===== src/rtl/memdatos_pkg.sv =====
// Shared encodings and helpers for the MEM-stage data memory.
package memdatos_pkg;

  localparam logic [1:0] SZ_BYTE = 2'b00;
  localparam logic [1:0] SZ_HALF = 2'b01;
  localparam logic [1:0] SZ_WORD = 2'b10;

  // Byte-lane write strobes for an access of the given size starting at lane.
  function automatic logic [3:0] lane_mask(input logic [1:0] size, input logic [1:0] lane);
    logic [3:0] mask;
    case (size)
      SZ_BYTE: mask = 4'b0001 << lane;
      SZ_HALF: mask = 4'b0011 << lane;
      SZ_WORD: mask = 4'b1111;
      default: mask = 4'b0000;
    endcase
    return mask;
  endfunction

  function automatic int idx_width(input int depth);
    return $clog2(depth);
  endfunction

endpackage


===== src/rtl/memdatos_lane_align.sv =====
// Load-path extractor: picks the addressed byte/half from a word and extends it.
module memdatos_lane_align
  import memdatos_pkg::*;
(
  input  logic [31:0] word,
  input  logic [1:0]  lane,
  input  logic [1:0]  size,
  input  logic        unsigned_ld,
  output logic [31:0] result
);

  logic [7:0]  byte_val;
  logic [15:0] half_val;

  always_comb begin
    byte_val = word[8*lane +: 8];
    half_val = lane[1] ? word[31:16] : word[15:0];
    case (size)
      SZ_BYTE: result = unsigned_ld ? {24'd0, byte_val} : {{24{byte_val[7]}}, byte_val};
      SZ_HALF: result = unsigned_ld ? {16'd0, half_val} : {{16{half_val[15]}}, half_val};
      default: result = word;
    endcase
  end

endmodule


===== src/rtl/memdatos_sync.sv =====
// Clocked data memory: strobed stores, extended loads with a 1- or 2-cycle read pipeline.
module memdatos_sync
  import memdatos_pkg::*;
#(
  parameter int DATA_W   = 32,
  parameter int DEPTH    = 128,
  parameter int ADDR_W   = 32,
  parameter int READ_LAT = 1
) (
  input  logic              clk,
  input  logic              rst_n,
  input  logic [ADDR_W-1:0] adress,
  input  logic [DATA_W-1:0] writedata,
  input  logic              ewr,
  input  logic              memread,
  input  logic [1:0]        size,
  input  logic              unsigned_ld,
  output logic [DATA_W-1:0] read_data,
  output logic              read_valid,
  output logic              misaligned,
  output logic              out_of_range
);

  localparam int IDX_W = idx_width(DEPTH);

  logic [IDX_W-1:0]  word_idx;
  logic [1:0]        lane;
  logic              misalign_c;
  logic              oor_c;
  logic              err_c;
  logic              wr_en;
  logic              run_reg;
  logic [3:0]        wmask;
  logic [DATA_W-1:0] wdata_rep;
  logic [DATA_W-1:0] rd_word;
  logic [DATA_W-1:0] aligned;

  assign word_idx = adress[IDX_W+1:2];
  assign lane     = adress[1:0];
  assign oor_c    = |adress[ADDR_W-1:IDX_W+2];
  assign err_c    = misalign_c | oor_c;
  assign wmask    = lane_mask(size, lane);
  // run_reg holds off stores on the first edge after reset release.
  assign wr_en    = ewr & ~err_c & run_reg;

  always_comb begin
    case (size)
      SZ_BYTE: begin misalign_c = 1'b0;         wdata_rep = {4{writedata[7:0]}};  end
      SZ_HALF: begin misalign_c = lane[0];      wdata_rep = {2{writedata[15:0]}}; end
      SZ_WORD: begin misalign_c = (lane != 2'd0); wdata_rep = writedata;          end
      default: begin misalign_c = 1'b1;         wdata_rep = writedata;            end
    endcase
  end

  // One narrow array per byte lane so each lane has its own write enable.
  for (genvar gi = 0; gi < 4; gi++) begin : g_lane
    logic [7:0] mem [DEPTH];
    always_ff @(posedge clk) begin
      if (wr_en && wmask[gi])
        mem[word_idx] <= wdata_rep[8*gi +: 8];
    end
    assign rd_word[8*gi +: 8] = mem[word_idx];
  end

  memdatos_lane_align u_align (
    .word        (rd_word),
    .lane        (lane),
    .size        (size),
    .unsigned_ld (unsigned_ld),
    .result      (aligned)
  );

  always_ff @(posedge clk or negedge rst_n) begin
    if (!rst_n) begin
      run_reg      <= 1'b0;
      misaligned   <= 1'b0;
      out_of_range <= 1'b0;
    end else begin
      run_reg      <= 1'b1;
      misaligned   <= (ewr | memread) & misalign_c;
      out_of_range <= (ewr | memread) & oor_c;
    end
  end

  if (READ_LAT == 2) begin : g_lat2
    logic              s1_valid;
    logic              s1_upd;
    logic [DATA_W-1:0] s1_data;
    always_ff @(posedge clk or negedge rst_n) begin
      if (!rst_n) begin
        s1_valid   <= 1'b0;
        s1_upd     <= 1'b0;
        s1_data    <= '0;
        read_valid <= 1'b0;
        read_data  <= '0;
      end else begin
        s1_valid   <= memread;
        s1_upd     <= memread & ~err_c;
        if (memread && !err_c)
          s1_data  <= aligned;
        read_valid <= s1_valid;
        if (s1_upd)
          read_data <= s1_data;
      end
    end
  end else begin : g_lat1
    always_ff @(posedge clk or negedge rst_n) begin
      if (!rst_n) begin
        read_valid <= 1'b0;
        read_data  <= '0;
      end else begin
        read_valid <= memread;
        if (memread && !err_c)
          read_data <= aligned;
      end
    end
  end

endmodule


===== config.mk =====
export PLATFORM = sky130hd
export DESIGN_NAME = memdatos_sync
export DESIGN_NICKNAME = d
export VERILOG_FILES = /design/src/rtl/memdatos_pkg.sv /design/src/rtl/memdatos_lane_align.sv /design/src/rtl/memdatos_sync.sv
export SDC_FILE = /design/constraint.sdc
export NUM_CORES = 2
export LEC_CHECK = 0
export BUFFER_PORTS_ARGS = -buffer_cell sky130_fd_sc_hd__buf_2
export CAP_MARGIN = 20
export CORE_UTILIZATION = 35
export DETAILED_ROUTE_END_ITERATION = 7
export HOLD_SLACK_MARGIN = 0.15
export PLACE_DENSITY = 0.57
export SYNTH_ARGS = -nofsm -noshare
export SYNTH_HDL_FRONTEND = slang
export SYNTH_SLANG_ARGS = --single-unit

===== constraint.sdc =====
create_clock -name clk -period 3.4 [get_ports clk]
set_input_delay 0.34 -clock clk [delete_from_list [all_inputs] [get_ports clk]]
set_output_delay 0.34 -clock clk [all_outputs]
set_load 0.02 [all_outputs]

; Word level (Yosys, flattened, before mapping)
; Memory sizes are Yosys's and may differ from the RTL's.
; Index checks and enable logic that the tools add are counted.
[op_classes]
n_eq_ne = 2
n_shift = 3
mux = 15
bitwise = 7
n_reduce_logical = 9
[ops]
columns = op, n
row1 = 32-bit one-hot mux with 2 select lines, 2
row2 = 32-bit two-way mux, 2
row3 = 32-bit by 6-bit variable part select with 8-bit output, 1
row4 = 23-bit OR reduction, 1
row5 = 16-bit two-way mux, 1
row6 = 4-bit one-hot mux with 3 select lines, 1
row7 = 1-bit two-way mux, 8
row8 = 1-bit logical AND, 5
row9 = 1-bit bitwise AND, 4
row10 = 1-bit by 2-bit << shifter with 4-bit output (first input constant), 1
row11 = 2-bit by 2-bit << shifter with 4-bit output (first input constant), 1
row12 = 1-bit one-hot mux with 3 select lines, 1
row13 = 2-bit by 1-bit equality test with 1-bit output (second input constant), 1
row14 = 2-bit equality test (second input constant), 1
row15 = 2-bit zero test, 1
row16 = 1-bit bitwise OR, 2
row17 = 2-bit nonzero test, 1
row18 = 1-bit zero test, 1
row19 = 1-bit inverter, 1
[totals]
ff_bits = 36
ramBits = 4096
in_bits = 71
out_inout_bits = 35
n_memories = 4
[mem_list]
columns = memory, depth, word_bits, read_ports, rd_ports_with_merged_regs, wr, line_no
row1 = g_lane[0].mem, 128, 8, 1, 0, 1, memdatos_sync.sv:57  ; logic [7:0] mem [DEPTH];
row2 = g_lane[1].mem, 128, 8, 1, 0, 1, memdatos_sync.sv:57
row3 = g_lane[2].mem, 128, 8, 1, 0, 1, memdatos_sync.sv:57
row4 = g_lane[3].mem, 128, 8, 1, 0, 1, memdatos_sync.sv:57

; Logic depth before layout (Yosys ltp)
[depth]
ltp_word = 9
mapped_depth = 17

; Cells and area by module
; Synthesis repeated with hierarchy kept, for this count alone.
[unflattened]
cells_unflattened = 6773
area_unflattened_um2 = 160283.7
[modules_own_cells]
columns = mod, instances, cells_each, area_per_inst_um2, seq_area_each_um2
row1 = memdatos_sync, 1, 6669, 159544.3, 123898.8
row2 = memdatos_lane_align, 1, 104, 739.5, 0.0

; Least setup slack after synthesis
; OpenSTA, ideal clock, no wires.
[synth_path]
path_kind = in2reg
start = input port size[0]
end = memory g_lane[3].mem[0][0], data pin
setup_time_ns = 1.197
t_arrival_ns = 6.140
t_required_ns = 2.203
setup_slack_ns = -3.937
cell_stages = 4
cell_sequence = clkbuf_1 -> buf_1 -> mux2i_1 -> o21ai_0
[synth_between]
elab_chain_cells = 2
[synth_rtl]
columns = item, line_no
row1 = from (decl), memdatos_sync.sv:16  ; input logic [1:0] size,
row2 = 2-bit by 1-bit equality test with 1-bit output or 2-bit zero test (tied branches), memdatos_sync.sv:47  ; case (size)
row3 = 32-bit one-hot mux with 2 select lines (*), memdatos_sync.sv:47
row4 = via wdata_rep[24], memdatos_sync.sv:34  ; logic [DATA_W-1:0] wdata_rep;
row5 = to (decl), memdatos_sync.sv:57
; The timed path passes the listed nets; every way through them passes the cells marked *.

; Worst setup path after layout
[layout_path]
start = input port adress[7]
end = register read_data[27]
[layout_between]
elab_chain_cells = 4
[layout_rtl]
columns = item, line_no
row1 = from (decl), memdatos_sync.sv:12  ; input logic [ADDR_W-1:0] adress,
row2 = memory 128 x 8 bit, n/a
row3 = 32-bit by 6-bit variable part select with 8-bit output or 16-bit two-way mux (tied branches), "memdatos_lane_align.sv:16, memdatos_lane_align.sv:17"
row4 = 32-bit two-way mux (on tied branches), "memdatos_lane_align.sv:19, memdatos_lane_align.sv:20"
row5 = 32-bit one-hot mux with 2 select lines (*), memdatos_lane_align.sv:18  ; case (size)
row6 = to (signal assigned), memdatos_sync.sv:114  ; read_data <= aligned;
row7 = to (decl), memdatos_sync.sv:18  ; output logic [DATA_W-1:0] read_data,
; Every way passes the cells marked *; elsewhere a longest branch is shown, timed or not.
; A chain may end at the register's enable or synchronous reset.

==> flow_results.org <==
** Place
- The wire-length estimate of the detail-placed layout is 477,000 µm.
- Port-buffer cells :: 105
- Post-Place Cell Area :: 185,000 µm²
- At the end of routability-driven placement, the weighted congestion stood at 1.00.
- Number of placed instances with taps included :: 16,400

** Floorplan
- Number of core rows :: 247
- The floorplan step defined a die boundary enclosing 460,000 µm².
- Initial cell density of the core :: 0.352
- 106 I/O pins were placed.
- Vertical die dimension :: 678 µm
- The core region is 454,000 µm².
- Die extent in x :: 678 µm

** Synth
- Post-synthesis instance total :: 8,934
- Async SR Flop Fraction :: 0.00871
- A synthesized cell averages 17.9 µm².
- The synthesized design contains 4,132 register bits.
- Cell area after synthesis :: 160,000 µm²
- Yosys mapped a number of flops with a built-in enable equal to 4,096.
- Yosys warnings :: 0
- Post-synthesis net count :: 9,005
- Sequential share of the synthesized area :: 0.775
- Top FF cell, synth :: sky130_fd_sc_hd__edfxtp_1
- After synthesis, the netlist uses 79 different library cells.

** Detailed routing
- Using the TritonRoute via totals, the vias-per-cell ratio works out to 6.17.
- The routed layout has 106,000 vias.
- The first routing iteration left 18,200 violations.
- The first detailed-routing pass took 8 iterations.
- For this block, wires on met1 add up to 247,000 µm.
- For this run, design rule violations remaining after detail routing come to 6.
- The final layout contains routed wiring with a total length of 681,000 µm.
- Met3 wirelength from detailed routing :: 92,900 µm
- Detailed route wirelength on metal2 :: 289,000 µm
- Antenna-violating nets left :: 0
- Mean routed wirelength per cell :: 39.5 µm
- Top layer used by detailed routing :: met5

** GRT
- Entering global routing, the biggest net connects 129 pins.
- Global-route congestion overflow total :: 0
- Global Route Usage Sum :: 0.287
- The initial antenna violation count was 62.
- Wire length of the first global-routing pass :: 901,000 µm
- The via count of the first global-routing pass was 101,000.

** Pwr
- Of the total power, combinational logic draws 0.075.
- P per Cell Area :: 561 nW/µm²
- Max IR drop VDD :: 0.438 mV
- Cell leakage power :: 65.9 nW
- For this design the total switching power over the nets is 26.0 mW.
- The share of total power dissipated in sequential elements is 0.502.
- Clk network pwr share :: 0.423
- The internal portion of the total power is 86.1 mW.
- Sw frac :: 0.232

** Layout
- Relative to the synthesized area, the layout overhead comes to 24.9%.
- Final cell count without fillers :: 17,200
- The layout has 39,400 filler cells.
- Register bank with the most flops :: g_lane.mem
- The register with the most flip-flops in the layout has 4,096 of them.
- Fraction of layout cells with a size suffix above 1 :: 0.301
- After the last flow step, the layout net total stands at 10,900.
- Leaving out fill and tap cells, the most frequent cell in the layout is sky130_fd_sc_hd__edfxtp_1.
- For this run, the share of the core covered by cells in the final layout is 0.440.
- The top cell types in the final layout, fill and taps aside, are 4,096 x sky130_fd_sc_hd__edfxtp_1, 1,619 x sky130_fd_sc_hd__buf_4, 726 x sky130_fd_sc_hd__nor2_1, 493 x sky130_fd_sc_hd__a22oi_1, 424 x sky130_fd_sc_hd__clkbuf_16.
- Largest registers :: g_lane.mem x4096, read_data x32
- Layout Cell Area excl Fill :: 200,000 µm²

** Clock network
- The clock drives 4,132 sinks.
- Clock-pin slew was measured on the worst setup and hold paths at 0.06 ns.
- Number of buffers between clock root and the deepest sink :: 4
- TritonCTS buffer count :: 420
- Clock Latency Late Sink :: 1.02 ns
- H-Tree Depth :: 5
- Post-CTS setup buffer count :: 0
- The tree is rooted in a sky130_fd_sc_hd__clkbuf_16.
- Clock tree from TritonCTS :: yes

** STA
- Worst-case hold slack :: 0.170 ns
- The worst path in the final design needs a cycle of 3.54 ns, including I/O delays and setup.
- The final-report hold violation count is 0.
- Final WS setup :: -0.136 ns
- The worst pin sits at a relative slew slack of 0.197.
- Post-route fraction of the period consumed by the critical path :: 1.04
- Between clock sinks in the finished design, the worst skew comes to 0.0553 ns.
- Count of final max-slew check failures :: 0
- F_max :: 0.283 GHz
- Setup violation total in the final timing report :: 11
- In the final timing run, aggregate negative setup slack is -0.714 ns.
- Slew of the pin with the lowest slew margin :: 1.20 ns

** Setup path
- In this design, the critical path's most frequently occurring cell is sky130_fd_sc_hd__buf_4.
- In this run the worst path has a maximum fanout of 11.
- Kind of cell adding the most delay to the critical path :: simple AND/OR/NAND/NOR gates
- Critical path's largest stage delay :: 0.65 ns
- Data arrives at the worst endpoint at 4.47 ns.
- Kind of launch point of the worst setup path :: primary input
- The worst setup path is of the in -> reg kind.
- The critical path contains buffers and inverters numbering 6 combined.
- Among all stages on the critical path, the largest delay is contributed by sky130_fd_sc_hd__nor2_1.
- Cells along the critical path :: buf_2 -> buf_4 -> nand2b_1 -> buf_4 -> buf_4 -> nor2_1 -> buf_4 -> nand3_1 -> and3_1 -> nand4_1 -> buf_12 -> and2_1 -> o22ai_1 -> a21oi_1
- The worst setup path is captured at a flop.
- Required time worst endpoint :: 4.33 ns

** Status
- The flow ran to the end, but the final reports show violations.
- The checks that failed: design-rule violations, negative setup slack.

** Job
- Number of maximum-capacitance constraint violations :: 0

** Min path
- In this run the worst hold path is classified as in -> reg.
worst reg2reg max path, delay by kind of cell (launching register included):
kind	cells	cell delay, ns
multiplexers	1	0.48
AND/OR/NAND/NOR	6	1.71
flip-flops	1	0.35
AO/OA/AOI/OAI	2	0.36
buffers and inverters	1	0.46
worst paths after layout:
path,from,endpoint,slack [ns],depth (start not counted)
worst max-delay path,adress[7],read_data[27],-0.14,14
worst min-delay path,writedata[15],g_lane[1].mem[125][7],0.17,3
worst max register to register,g_lane[3].mem[110][0],read_data[8],-0.08,10
worst min register to register,read_data[12],read_data[12],0.59,2
max in group asynchronous,rst_n,read_data[9],2.79,4
min in group asynchronous,rst_n,read_data[3],0.42,4
metal layers:
layer  vias up  track usage
li1      40800            -
met1     55200        0.372
met2      8481        0.416
met3      1781       0.0940
met4        40        0.181
met5         -      0.00312
through the flow:
step / worst slack [ns] / power, mW
after global routing: -0.00250 / 114
final: -0.136 / 112
after detailed placement: -1.52 / 65.3
after floorplan: 0.0199 / 60.4
after CTS: 0.00466 / 112
after global placement: -1.52 / 65.2
cell usage after synthesis, types with 9 or more instances:
library cell / number / area share
sky130_fd_sc_hd__edfxtp_1: 4096 / 0.77
sky130_fd_sc_hd__nor3_1: 24 / 0.00075
sky130_fd_sc_hd__mux2i_1: 296 / 0.019
sky130_fd_sc_hd__a21oi_1: 181 / 0.0057
sky130_fd_sc_hd__a222oi_1: 38 / 0.0024
sky130_fd_sc_hd__buf_4: 75 / 0.0035
sky130_fd_sc_hd__o21ai_0: 158 / 0.0049
sky130_fd_sc_hd__o22ai_1: 91 / 0.0036
sky130_fd_sc_hd__mux4_2: 266 / 0.037
sky130_fd_sc_hd__and3_1: 13 / 0.00051
sky130_fd_sc_hd__a221oi_1: 379 / 0.021
sky130_fd_sc_hd__buf_1: 97 / 0.0023
sky130_fd_sc_hd__a22oi_1: 495 / 0.023
sky130_fd_sc_hd__nor4_1: 18 / 0.00070
sky130_fd_sc_hd__nand4_1: 34 / 0.0013
sky130_fd_sc_hd__nand3_1: 42 / 0.0013
sky130_fd_sc_hd__nor2b_1: 15 / 0.00059
sky130_fd_sc_hd__dfrtp_1: 36 / 0.0056
sky130_fd_sc_hd__nand2b_1: 21 / 0.00082
sky130_fd_sc_hd__o2bb2ai_1: 39 / 0.0021
sky130_fd_sc_hd__o2111ai_1: 17 / 0.00093
sky130_fd_sc_hd__a311oi_1: 11 / 0.00060
sky130_fd_sc_hd__mux2_2: 319 / 0.022
sky130_fd_sc_hd__nor2_1: 736 / 0.017
sky130_fd_sc_hd__nand2_1: 354 / 0.0083
sky130_fd_sc_hd__a221o_1: 105 / 0.0066
sky130_fd_sc_hd__and2_1: 23 / 0.00090
sky130_fd_sc_hd__o22a_1: 18 / 0.00099
sky130_fd_sc_hd__clkbuf_1: 264 / 0.0062
sky130_fd_sc_hd__o211ai_1: 42 / 0.0020
sky130_fd_sc_hd__o221ai_1: 55 / 0.0030
sky130_fd_sc_hd__a31oi_1: 60 / 0.0023
sky130_fd_sc_hd__a22o_1: 90 / 0.0049
sky130_fd_sc_hd__a2111oi_0: 17 / 0.00093
sky130_fd_sc_hd__a41o_1: 9 / 0.00056
sky130_fd_sc_hd__buf_2: 210 / 0.0066
sky130_fd_sc_hd__a211oi_1: 24 / 0.0011
sky130_fd_sc_hd__a41oi_1: 34 / 0.0019
timing repair:
item | CTS | global route
hold buffers | 35 | 0
gates resized for setup | 20 | 17
cloned | 1 | 1
hold endpoints to repair | 504 | 0
setup endpoints to repair | 29 | 25
pin swaps | 2 | 6
kinds of logic (layout without fill, tap and decap cells):
| group | after synthesis | count (layout) | synth area share |
|---|---|---|---|
| and+or+nand+nor | 1335 | 1335 | 0.0355 |
| AOI/OAI and AO/OA | 1927 | 1927 | 0.0922 |
| other | 1 | 60 | 0.0000235 |
| buffers and inverters | 657 | 2917 | 0.0189 |
| muxes | 882 | 882 | 0.0785 |
| DFF | 4132 | 4132 | 0.775 |
power by group through the flow:
stage               Combinational, mW  Sequential (mW)  Clock, mW
floorplan                        2.99             57.5          0
global placement                 7.85             57.4          0
detailed placement               7.94             57.4          0
CTS                              8.03             56.3       47.5
global route                     8.36             56.3       49.3
finish                           8.39             56.3       47.4
layout make-up:
type / count / area (µm²) / area share
repair buffers: 2129 / 20700 / 0.104
inverters: 10 / 60.1 / 0.000301
well taps: 5976 / 7480 / 0.0374
multi-input cells: 4145 / 33600 / 0.168
clock buffers: 503 / 10900 / 0.0548
diodes: 59 / 148 / 0.000739
clock inverters: 275 / 2970 / 0.0149
flip-flops and latches: 4132 / 124000 / 0.620
No activity file was read; power rests on OpenSTA's default activity.
